[config.mk]
export PLATFORM = sky130hd
export DESIGN_NAME = intersection_controller
export DESIGN_NICKNAME = d
export VERILOG_FILES = /design/src/rtl/traffic_pkg.sv /design/src/rtl/phase_timer.sv /design/src/rtl/intersection_controller.sv
export SDC_FILE = /design/constraint.sdc
export NUM_CORES = 1
export LEC_CHECK = 0
export ABC_CLOCK_PERIOD_IN_PS = 2500
export BUFFER_PORTS_ARGS = -buffer_cell sky130_fd_sc_hd__buf_2
export CAP_MARGIN = 20
export CORE_UTILIZATION = 54
export DETAILED_ROUTE_END_ITERATION = 10
export MAX_ROUTING_LAYER = met4
export PLACE_DENSITY = 0.82
export SETUP_SLACK_MARGIN = 0.05
export SYNTH_ARGS = -nofsm -noshare
export SYNTH_HDL_FRONTEND = slang
export SYNTH_SLANG_ARGS = --single-unit
[constraint.sdc]
create_clock -name clk -period 2.5 [get_ports clk]
set_input_delay 0.25 -clock clk [delete_from_list [all_inputs] [get_ports clk]]
set_output_delay 0.25 -clock clk [all_outputs]
set_load 0.03 [all_outputs]
[src/rtl/traffic_pkg.sv]
// Shared types for the intersection controller: state encoding and the
// lamp pattern shown in each state.
package traffic_pkg;

    typedef enum logic [2:0] {
        ALL_RED_BA = 3'd0,
        A_GREEN    = 3'd1,
        A_YELLOW   = 3'd2,
        ALL_RED_AB = 3'd3,
        B_GREEN    = 3'd4,
        B_YELLOW   = 3'd5,
        PED_WALK   = 3'd6
    } state_t;

    typedef struct packed {
        logic a_red;
        logic a_yellow;
        logic a_green;
        logic b_red;
        logic b_yellow;
        logic b_green;
        logic walk;
    } lamps_t;

    localparam lamps_t LAMPS_ALL_RED_BA = '{a_red: 1'b1, b_red: 1'b1, default: 1'b0};
    localparam lamps_t LAMPS_A_GREEN    = '{a_green: 1'b1, b_red: 1'b1, default: 1'b0};
    localparam lamps_t LAMPS_A_YELLOW   = '{a_yellow: 1'b1, b_red: 1'b1, default: 1'b0};
    localparam lamps_t LAMPS_ALL_RED_AB = '{a_red: 1'b1, b_red: 1'b1, default: 1'b0};
    localparam lamps_t LAMPS_B_GREEN    = '{a_red: 1'b1, b_green: 1'b1, default: 1'b0};
    localparam lamps_t LAMPS_B_YELLOW   = '{a_red: 1'b1, b_yellow: 1'b1, default: 1'b0};
    localparam lamps_t LAMPS_PED_WALK   = '{a_red: 1'b1, b_red: 1'b1, walk: 1'b1, default: 1'b0};

    // Undefined encodings show both roads red so the junction stays safe.
    function automatic lamps_t lamps_of(input state_t s);
        case (s)
            ALL_RED_BA: return LAMPS_ALL_RED_BA;
            A_GREEN:    return LAMPS_A_GREEN;
            A_YELLOW:   return LAMPS_A_YELLOW;
            ALL_RED_AB: return LAMPS_ALL_RED_AB;
            B_GREEN:    return LAMPS_B_GREEN;
            B_YELLOW:   return LAMPS_B_YELLOW;
            PED_WALK:   return LAMPS_PED_WALK;
            default:    return LAMPS_ALL_RED_BA;
        endcase
    endfunction

endpackage

[src/rtl/phase_timer.sv]
// Dwell counter for one phase: counts up from 0, flags the terminal count,
// and can optionally park at the terminal count instead of running on.
module phase_timer #(
    parameter int TW = 4
) (
    input  logic          clk,
    input  logic          rstn,
    input  logic          clear_i,
    input  logic          sat_en_i,
    input  logic [TW-1:0] terminal_i,
    output logic          done_o
);

    logic [TW-1:0] count_q;
    logic [TW-1:0] count_d;
    logic          at_terminal;

    assign at_terminal = (count_q == terminal_i);
    assign done_o      = at_terminal;

    // Next count: clear wins, otherwise advance unless parked at the terminal.
    always_comb begin
        count_d = count_q;
        if (clear_i) begin
            count_d = '0;
        end else if (!(sat_en_i && at_terminal)) begin
            count_d = count_q + TW'(1);
        end
    end

    // Count register with synchronous active-low reset.
    always_ff @(posedge clk) begin
        if (!rstn) begin
            count_q <= '0;
        end else begin
            count_q <= count_d;
        end
    end

endmodule

[src/rtl/intersection_controller.sv]
// Two-road junction sequencer with a pedestrian crossing. Main road A rests
// on green and yields only to latched side-road or pedestrian demand; every
// direction change passes through an all-red clearance.
module intersection_controller
    import traffic_pkg::*;
#(
    parameter int GREEN_A_T = 8,
    parameter int GREEN_B_T = 6,
    parameter int YELLOW_T  = 2,
    parameter int ALLRED_T  = 2,
    parameter int WALK_T    = 4,
    parameter int TW        = 4
) (
    input  logic       clk,
    input  logic       rstn,
    input  logic       sensor_b,
    input  logic       ped_req,
    output logic       a_red,
    output logic       a_yellow,
    output logic       a_green,
    output logic       b_red,
    output logic       b_yellow,
    output logic       b_green,
    output logic       walk,
    output logic       ped_ack,
    output logic [2:0] state_o
);

    state_t        state_q, state_d;
    logic          veh_b_pending_q, veh_b_pending_d;
    logic          ped_pending_q, ped_pending_d;
    logic          ret_b_q, ret_b_d;
    logic          ped_ack_q, ped_ack_d;

    logic [TW-1:0] terminal;
    logic          timer_done;
    logic          timer_clear;
    logic          entering_walk;
    logic          entering_b;
    lamps_t        lamps;

    // Terminal count for the current state is its dwell minus one.
    always_comb begin
        case (state_q)
            A_GREEN:  terminal = TW'(GREEN_A_T - 1);
            A_YELLOW: terminal = TW'(YELLOW_T - 1);
            B_GREEN:  terminal = TW'(GREEN_B_T - 1);
            B_YELLOW: terminal = TW'(YELLOW_T - 1);
            PED_WALK: terminal = TW'(WALK_T - 1);
            default:  terminal = TW'(ALLRED_T - 1);
        endcase
    end

    phase_timer #(
        .TW(TW)
    ) u_timer (
        .clk        (clk),
        .rstn       (rstn),
        .clear_i    (timer_clear),
        .sat_en_i   (state_q == A_GREEN),
        .terminal_i (terminal),
        .done_o     (timer_done)
    );

    // Next-state, demand latches and the walk acknowledge.
    always_comb begin
        // NOTE: every signal gets a default before the case so no path leaves
        // one unassigned; a missing default here would infer a latch.
        state_d = state_q;
        ret_b_d = ret_b_q;

        case (state_q)
            ALL_RED_BA: begin
                if (timer_done) begin
                    if (ped_pending_q) begin
                        state_d = PED_WALK;
                        ret_b_d = 1'b0;
                    end else begin
                        state_d = A_GREEN;
                    end
                end
            end
            A_GREEN: begin
                if (timer_done && (veh_b_pending_q || ped_pending_q)) begin
                    state_d = A_YELLOW;
                end
            end
            A_YELLOW: begin
                if (timer_done) state_d = ALL_RED_AB;
            end
            ALL_RED_AB: begin
                // Pedestrian goes first; remember whether B still wants a turn.
                if (timer_done) begin
                    if (ped_pending_q) begin
                        state_d = PED_WALK;
                        ret_b_d = veh_b_pending_q;
                    end else begin
                        state_d = B_GREEN;
                    end
                end
            end
            PED_WALK: begin
                if (timer_done) state_d = ret_b_q ? B_GREEN : A_GREEN;
            end
            B_GREEN: begin
                if (timer_done) state_d = B_YELLOW;
            end
            B_YELLOW: begin
                if (timer_done) state_d = ALL_RED_BA;
            end
            default: begin
                state_d = ALL_RED_BA;
            end
        endcase

        timer_clear   = (state_d != state_q);
        entering_walk = (state_d == PED_WALK) && (state_q != PED_WALK);
        entering_b    = (state_d == B_GREEN) && (state_q != B_GREEN);

        // Entry into the serving state clears a latch even if the request is
        // still high on that edge; a request during the walk is absorbed.
        veh_b_pending_d = entering_b ? 1'b0 : (veh_b_pending_q || sensor_b);
        ped_pending_d   = entering_walk ? 1'b0
                        : (ped_pending_q || (ped_req && (state_q != PED_WALK)));
        ped_ack_d       = entering_walk;
    end

    // State and demand registers with synchronous active-low reset.
    always_ff @(posedge clk) begin
        // NOTE: sequential state uses non-blocking assignments so every
        // register samples the pre-edge value of the others.
        if (!rstn) begin
            state_q         <= ALL_RED_BA;
            veh_b_pending_q <= 1'b0;
            ped_pending_q   <= 1'b0;
            ret_b_q         <= 1'b0;
            ped_ack_q       <= 1'b0;
        end else begin
            state_q         <= state_d;
            veh_b_pending_q <= veh_b_pending_d;
            ped_pending_q   <= ped_pending_d;
            ret_b_q         <= ret_b_d;
            ped_ack_q       <= ped_ack_d;
        end
    end

    // Lamps decode from the state register only.
    assign lamps    = lamps_of(state_q);
    assign a_red    = lamps.a_red;
    assign a_yellow = lamps.a_yellow;
    assign a_green  = lamps.a_green;
    assign b_red    = lamps.b_red;
    assign b_yellow = lamps.b_yellow;
    assign b_green  = lamps.b_green;
    assign walk     = lamps.walk;
    assign ped_ack  = ped_ack_q;
    assign state_o  = state_q;

endmodule

==> qor.yml, run 1 <==
synth:
  seq_area_frac_synth: 0.260
  synth_area_leaders: "dfxtp_1 26%, nor2_1 5.3%, inv_1 4.0%, nand2b_1 3.7%, o311ai_0 3.1%"
  synthCells: 114
  yosysWarnings: 0
  syn_avg_cell_area_um2: 7.43
  synthFlopType: "dfxtp_1"
  synth_nets: 119
  synth.most_common_cell: "nor2_1"
  synthesis.area_um2: 847
  synthArstFlopShare: 0
  synth-edff-count: 0
  synth_seq_cells: 11
  yosysTopAreaCell: "dfxtp_1"
  synthTopCellsByCount: "12 x nor2_1, 11 x dfxtp_1, 9 x inv_1, 6 x nand2_1"
  yosys.area.top_type_share: 0.260
  yosysUniqueCellTypes: 38
setup_path:
  worst-path-buf-inv: 0
  worst_path_most_repeated_cell: "nor4_1"
  r2r_start: "state_o[1]$_SDFF_PN0_"
  cp-endpoint: "veh_b_pending_q$_SDFF_PP0_"
  crit_start: "state_o[1]$_SDFF_PN0_"
  crit_slowest_cell: "or3b_2"
  critPathTopFamily: "simple AND/OR/NAND/NOR gates"
  cp-end-kind: "register"
  cp.arrival_ps: 2220
  crit_type: "register to register"
  path_depth: 5
  rr_endpoint: "veh_b_pending_q$_SDFF_PP0_"
  start_kind: "register"
  r2r_cells: 5
  cp_cell_sequence: "or3b_2 -> o2111ai_1 -> nor4_1 -> nor4_1 -> a41oi_1"
  cp.required_ps: 2620
  r2r_slack_ps: 400
  crit_fanout: 15
  crit_path_max_incr_delay_ps: 570
layout:
  finalNonFillerCells: 142
  nets: 133
  drive_above_1_share: 0.205
  design_area_um2: 948
  area_growth_pct: 12.0
  n_antenna_cell: 0
min_path:
  hold_path_class: "primary input to register"
timing:
  maxSlewViolCount: 0
  skew_ps: 9.15
  finalHoldWorstSlack_ps: 254
  rsz0062_at_grt: "no"
  clock.fmax_ghz: 0.476
  setup_tns_ps: 0
  finalWorstSetupSlack_ps: 398
  fin_crit_sh: 0.841
  relSlewSlack: 0.666
  hold_viol_final: 0
  fin_crit_ps: 2100
  tightest_slew_ps: 497
  setup_viol: 0
route:
  viasPerCell: 6.41
  drc: 0
  drt_iter0_drc: 59
  first_pass_iters: 6
  routed_wl_um: 2160
  ant_nets: 0
  vias: 910
  wire_per_inst_um: 15.2
placed_design:
  post-place-cells: 138
  placed_area_um2: 922
  gp_congestion: 0.962
  dpl.hpwl_um: 1560
  portBuffers: 14
  dp_slack_ps: 422
pwr:
  vdd.ir_drop.worst_mv: 0.729
  power_density_mw_per_mm2: 1240
  total_leakage_power_nw: 0.399
floorplan:
  die_area_mm2: 0.00173
  die_y_um: 41.6
  die_w_um: 41.6
  ioPinCount: 15
  num_rows: 13
  initial_core_util: 0.613
  core_mm2: 0.00138
global_routing:
  grt_overflow: 0
  grt_pass1_vias: 769
  antenna_found_initial: 0
  grt.total_usage: 0.265
  grt_pass1_wl_um: 3500
  grt_max_degree: 22
clocking:
  clkTransAtPathRegs_ps: 60
  post_cts_buffers: 0
  tritoncts: "done"
  clk_path_buf_depth: 2
  clkLatencyLatePin_ps: 280
  numCtsBuffers: 3
  ctsHoldBuffers: 0
  root_buffer: "clkbuf_4"
  cts_resized: 0
  htreeDepth: 1
  cts_sinks: 11
run_status:
  status: "completed"
job:
  drv_cap: 0
final cells by class:
type,count,area (µm²)
Tap cell,15,18.8
Multi-Input combinational cell,86,557
Timing Repair Buffer,17,92.6
Clock buffer,4,26.3
Sequential cell,11,220
Inverter,9,33.8
Fill cell,121,434
where the power goes:
part           internal, W  switching, W  total [W]
combinational     0.000291      0.000446   0.000738
sequential        0.000220     0.0000943   0.000314
clock            0.0000619     0.0000634   0.000125
total             0.000573      0.000604    0.00118
metal layers:
metal | GRT usage | share of wire | up-vias
li1 | - | - | 447
met1 | 0.350 | 0.45 | 423
met2 | 0.413 | 0.48 | 36
met3 | 0.0391 | 0.056 | 4
met4 | 0.0968 | 0.014 | 0
met5 | - | 0 | -
placed cells by master, fill, tap and decap left out, drive strengths merged, types with 2 or more instances in the layout:
| cell type | instances |
|---|---|
| a211oi | 3 |
| a21o | 2 |
| a21oi | 5 |
| and2 | 2 |
| buf | 17 |
| clkbuf | 4 |
| dfxtp | 11 |
| inv | 9 |
| nand2 | 6 |
| nand2b | 5 |
| nand3 | 4 |
| nand3b | 2 |
| nand4 | 4 |
| nor2 | 12 |
| nor2b | 2 |
| nor3 | 3 |
| nor3b | 3 |
| nor4 | 3 |
| o2111ai | 2 |
| o21a | 2 |
| o21ai | 4 |
| o311ai | 3 |
| or3 | 2 |
| or3b | 3 |
| xnor2 | 3 |
cells by family after synthesis:
family,Yosys count,synth area share
xor+xnor,3,0.0399
fa+ha+maj,1,0.0148
buf+inv,17,0.0827
flops,11,0.260
simple gates,54,0.360
compound gates,28,0.242
per-stage QoR:
| step | utilization | power (W) |
|---|---|---|
| floorplan | - | 0.000877 |
| global placement | 0.667 | 0.00102 |
| detailed placement | 0.667 | 0.00104 |
| CTS | 0.686 | 0.00117 |
| global route | 0.686 | 0.00126 |
| finish | 0.686 | 0.00118 |
sequential cells by signal (all words and copies together) (netlist names):
register and count:
ret_b_q 1, state_o 3, ped_pending_q 1, veh_b_pending_q 1
ped_ack 1, u_timer.count_q 4
worst reg2reg max path, cell delays in order, from the launching register on:
cell and delay, ps:
dfxtp_1 460, or3b_2 570, o2111ai_1 140, nor4_1 80, nor4_1 500, a41oi_1 210
worst min-delay path by stage:
stage / startpoint / slack (ps) / end / cells past startpoint
3_5_place_dp: ret_b_q$_SDFFE_PN0P_ / 480 / ret_b_q$_SDFFE_PN0P_ / 2
6_report: rstn / 250 / state_o[2]$_SDFF_PN0_ / 2
5_1_grt: rstn / 260 / state_o[2]$_SDFF_PN0_ / 2
4_1_cts: rstn / 250 / state_o[2]$_SDFF_PN0_ / 2
2_1_floorplan: rstn / 370 / state_o[2]$_SDFF_PN0_ / 1
3_3_place_gp: ret_b_q$_SDFFE_PN0P_ / 470 / ret_b_q$_SDFFE_PN0P_ / 2
(Power assumes the default switching activity.)
==> run 2: changes to the inputs <==
ABC_CLOCK_PERIOD_IN_PS = 2100   (was 2500)
clock period = 2.1 ns   (was 2.5 ns; I/O delays follow)
==> qor.yml, run 2 (synthesis gave the netlist of run 1 again) <==
run_status:
  status: "completed"
setup_path:
  crit_fanout: 11  # -4
  crit_type: "register to register"
  cp.arrival_ps: 2140  # -80 ps
  critPathTopFamily: "simple AND/OR/NAND/NOR gates"
  start_kind: "register"
  cp_cell_sequence: "buf_4 -> nand2b_1 -> nand4_1 -> or4_4 -> or3_1 -> a21oi_1"
  crit_slowest_cell: "dfxtp_1"
  worst-path-buf-inv: 1  # +1
  cp-end-kind: "register"
  crit_path_max_incr_delay_ps: 480  # -90 ps
  cp.required_ps: 2300  # -320 ps
placed_design:
  dpl.hpwl_um: 1660  # +6.2%
  gp_congestion: 0.939  # -2.4%
  portBuffers: 14  # unchanged
  post-place-cells: 141  # +2.2%
layout:
  largest_register_ffs: 4  # unchanged
  final_cell_mix: "14 x buf_2, 12 x nor2_1, 11 x dfxtp_1"
  nets: 136  # +2.3%
  finalNonFillerCells: 145  # +2.1%
  drive_above_1_share: 0.238  # +0.0337
  fillCellCount: 111  # -8.3%
  regMostFlops: "u_timer.count_q"
  n_antenna_cell: 0  # unchanged
  area_growth_pct: 16.7
  layout_commonest_cell: "buf_2"
  fin_util: 0.715  # +0.0290
global_routing:
  grt.total_usage: 0.271  # +0.00533
  grt_overflow: 0  # unchanged
  grt_max_degree: 22  # unchanged
  antenna_found_initial: 0  # unchanged
  grt_pass1_vias: 841  # +9.4%
  grt_pass1_wl_um: 3550  # +1.4%
timing:
  tightest_slew_ps: 517  # +20.5 ps
  maxSlewViolCount: 0  # unchanged
  fin_crit_sh: 0.922  # +0.0811
  hold_viol_final: 0  # unchanged
  rsz0062_at_grt: "yes"
  clock.fmax_ghz: 0.517  # +8.6%
  setup_tns_ps: 0  # unchanged
  skew_ps: 3.86  # -5.30 ps
  relSlewSlack: 0.655  # -0.0114
  fin_crit_ps: 1940  # -166 ps
  setup_viol: 0  # unchanged
floorplan:
  initial_core_util: 0.613  # unchanged
  die_y_um: 41.6  # unchanged
  die_area_mm2: 0.00173  # unchanged
  num_rows: 13  # unchanged
  core_mm2: 0.00138  # unchanged
  die_w_um: 41.6  # unchanged
  ioPinCount: 15  # unchanged
clocking:
  clkTransAtPathRegs_ps: 70  # about the same
  clkLatencyLatePin_ps: 270  # about the same
  post_cts_buffers: 0  # unchanged
  tritoncts: "done"
  htreeDepth: 1  # unchanged
  numCtsBuffers: 3  # unchanged
  clk_path_buf_depth: 2  # unchanged
  root_buffer: "clkbuf_4"
  cts_sinks: 11  # unchanged
route:
  wire_per_inst_um: 15.3  # +0.70%
  ant_nets: 0  # unchanged
  drc: 0  # unchanged
  drt_iter0_drc: 34  # -42%
  viasPerCell: 6.63  # +3.4%
  routed_wl_um: 2220  # +2.8%
  first_pass_iters: 4  # -2
  vias: 961  # +5.6%
pwr:
  vdd.ir_drop.worst_mv: 0.827  # +14%
  total_leakage_power_nw: 0.416  # +4.1%
  power_density_mw_per_mm2: 1490  # +20%
job:
  drv_cap: 0  # unchanged
min_path:
  hold_path_class: "primary input to register"
[run 2: cell count changes in the layout (fill, tap and decap cells not counted), sizes merged]
cell  change
buf       +3
[run 2: path summary, 6_finish.rpt]
check | start | end | slack [ps] | depth (start not counted)
setup / recovery | state_o[0]$_SDFF_PN0_ | ret_b_q$_SDFFE_PN0P_ | 160 | 6
hold reg to reg | ret_b_q$_SDFFE_PN0P_ | ret_b_q$_SDFFE_PN0P_ | 500 | 2
hold / removal | rstn | state_o[2]$_SDFF_PN0_ | 230 | 2
setup reg to reg | state_o[0]$_SDFF_PN0_ | ret_b_q$_SDFFE_PN0P_ | 160 | 6
[run 2: routing by layer]
metal | part of all wire | track usage | up-vias
met5 | 0 | - | -
met4 | 0.024 | 0.0774 | 0
met3 | 0.085 | 0.0696 | 8
met2 | 0.46 | 0.438 | 62
met1 | 0.43 | 0.332 | 441
li1 | - | - | 450
[run 2: cell type report]
cell class                      instances  area (µm²)  area share
Multi-Input combinational cell         86         574       0.581
Sequential cell                        11         220       0.223
Timing Repair Buffer                   20         115       0.116
Inverter                                9        33.8      0.0342
Clock buffer                            4        26.3      0.0266
Tap cell                               15        18.8      0.0190
[run 2: repair_timing]
item / 4_1_cts / 5_1_grt
endpoints found under the hold margin: 0 / 0
setup endpoints to repair: 0 / 4
gates resized for setup: 0 / 1
hold buffers: 0 / 0
[run 2: through the flow]
| stage | total power (W) | worst slack, ps | hold WS, ps | cell area (µm²) |
|---|---|---|---|---|
| 4_1_cts | 0.00145 | 190 | 224 | 982 |
| 2_1_floorplan | 0.00106 | 118 | 332 | 858 |
| 6_report | 0.00147 | 164 | 233 | 988 |
| 5_1_grt | 0.00157 | 22.6 | 235 | 988 |
| 3_3_place_gp | 0.00127 | 251 | 470 | 956 |
| 3_5_place_dp | 0.00130 | 218 | 484 | 956 |
[run 2: power breakdown]
group          internal (W)  switching [W]
logic              0.000389       0.000567
registers          0.000262       0.000107
clock network     0.0000735      0.0000746
==> run 3: changes to the inputs <==
CELL_PAD_IN_SITES_DETAIL_PLACEMENT = 0   (was not set)
CELL_PAD_IN_SITES_GLOBAL_PLACEMENT = 1   (was not set)
CORE_MARGIN = 2   (was not set)
CORE_UTILIZATION = 29   (was 54)
PLACE_DENSITY = 0.65   (was 0.82)
==> qor.yml, run 3 (synthesis gave the netlist of run 1 again) <==
layout:
  drive_above_1_share: 0.279  # +0.0410
  multi_input_area_um2: 573  # -0.22%
  area_growth_pct: 24.4
  fillCellCount: 309  # +180%
  regMostFlops: "u_timer.count_q"
  final_cell_mix: "14 x buf_2, 12 x nor2_1, 12 x buf_4"
  layout_commonest_cell: "buf_2"
  nets: 142  # +4.4%
  largest_register_ffs: 4  # unchanged
  n_antenna_cell: 0  # unchanged
  seq_area_um2: 221  # +0.57%
floorplan:
  die_area_mm2: 0.00337  # +95%
  die_y_um: 58.0  # +40%
  ioPinCount: 15  # unchanged
  initial_core_util: 0.307  # -0.306
  die_w_um: 58.0  # +40%
  num_rows: 19  # +6
  core_mm2: 0.00276  # +99%
route:
  drt_iter0_drc: 26  # -24%
  drc: 0  # unchanged
  first_pass_iters: 4  # unchanged
  viasPerCell: 5.46  # -18%
  routed_wl_um: 2410  # +8.4%
  wire_per_inst_um: 14.4  # -5.9%
  vias: 912  # -5.1%
  ant_nets: 0  # unchanged
placed_design:
  dpl.hpwl_um: 1850  # +11%
  gp_congestion: 0.854  # -9.1%
  dp_slack_ps: 173  # -44.6 ps
  portBuffers: 14  # unchanged
global_routing:
  grt_max_degree: 22  # unchanged
  grt.total_usage: 0.151  # -0.119
  antenna_found_initial: 0  # unchanged
  grt_pass1_vias: 815  # -3.1%
  grt_overflow: 0  # unchanged
  grt_pass1_wl_um: 3820  # +7.6%
timing:
  setup_tns_ps: 0  # unchanged
  tightest_slew_ps: 457  # -60.4 ps
  setup_viol: 0  # unchanged
  finalWorstSetupSlack_ps: 210  # +45.7 ps
  clock.fmax_ghz: 0.529  # +2.4%
  relSlewSlack: 0.695  # +0.0406
  fin_crit_ps: 1890  # -45.7 ps
  maxSlewViolCount: 0  # unchanged
  rsz0062_at_grt: "no"
  fin_crit_sh: 0.900  # -0.0218
  skew_ps: 10.1  # +6.23 ps
  hold_viol_final: 0  # unchanged
clocking:
  numCtsBuffers: 3  # unchanged
  cts_sinks: 11  # unchanged
  clk_path_buf_depth: 2  # unchanged
  tritoncts: "done"
  htreeDepth: 1  # unchanged
  clkTransAtPathRegs_ps: 80  # about the same
  post_cts_buffers: 0  # unchanged
  root_buffer: "clkbuf_4"
  clkLatencyLatePin_ps: 270  # about the same
min_path:
  hold_path_class: "primary input to register"
pwr:
  total_leakage_power_nw: 0.446  # +7.4%
  power_density_mw_per_mm2: 1480  # -0.88%
  vdd.ir_drop.worst_mv: 0.721  # -13%
job:
  drv_cap: 0  # unchanged
setup_path:
  start_kind: "register"
  crit_type: "register to register"
  cp.arrival_ps: 2100  # -40 ps
  cp-end-kind: "register"
  cp.required_ps: 2310  # about the same
  crit_fanout: 5  # -6
run_status:
  status: "completed"
[run 3: cell count changes in the layout (fill, tap and decap cells not counted), sizes merged]
cell,before,now
buf,20,26
[run 3: timing repair]
item	CTS	global route
gates resized for setup	0	2
hold buffers	0	0
endpoints found under the setup margin	0	2
[run 3: critical path, cell delays in order, from the launching register on]
cell and delay (ps):
dfxtp_1 380, nor2b_1 280, inv_1 140, or4_4 570, or3_1 310, a21oi_1 140
[run 3: final timing paths]
path,slack (ps),from,to,depth (start not counted)
setup / recovery,210,u_timer.count_q[0]$_SDFFE_PP0N_,ret_b_q$_SDFFE_PN0P_,5
hold / removal,230,rstn,state_o[2]$_SDFF_PN0_,2
setup reg to reg,210,u_timer.count_q[0]$_SDFFE_PP0N_,ret_b_q$_SDFFE_PN0P_,5
hold reg to reg,500,u_timer.count_q[0]$_SDFFE_PP0N_,u_timer.count_q[0]$_SDFFE_PP0N_,1
[run 3: per-stage QoR]
| step | hold WS (ps) | util | cells | power, W | instance area [µm²] |
|---|---|---|---|---|---|
| finish | 234 | 0.382 | 167 | 0.00156 | 1050 |
| CTS | 222 | 0.380 | 167 | 0.00156 | 1050 |
| detailed placement | 480 | 0.370 | 163 | 0.00139 | 1020 |
| global placement | 473 | 0.370 | 163 | 0.00139 | 1020 |
| global route | 222 | 0.382 | 167 | 0.00167 | 1050 |
| floorplan | 332 | - | 114 | 0.00106 | 858 |
[run 3: power breakdown]
group / internal, W / total (W) / switching [W]
clock network: 0.0000734 / 0.000149 / 0.0000752
registers: 0.000264 / 0.000369 / 0.000105
logic: 0.000456 / 0.00104 / 0.000583
[run 3: final cells by class]
class,instances,share of cell area
clock buffer,4,0.0249
inverter,9,0.0321
multi-input combinational,86,0.544
sequential,11,0.210
tap,31,0.0368
timing repair buffer,26,0.152
[run 3: routing by layer]
metal	vias to the layer above	track usage	wire, µm
met5	-	-	0
met4	0	0.0598	10
met3	2	0.0223	86
met2	16	0.256	1250
met1	434	0.179	1060
li1	460	-	-
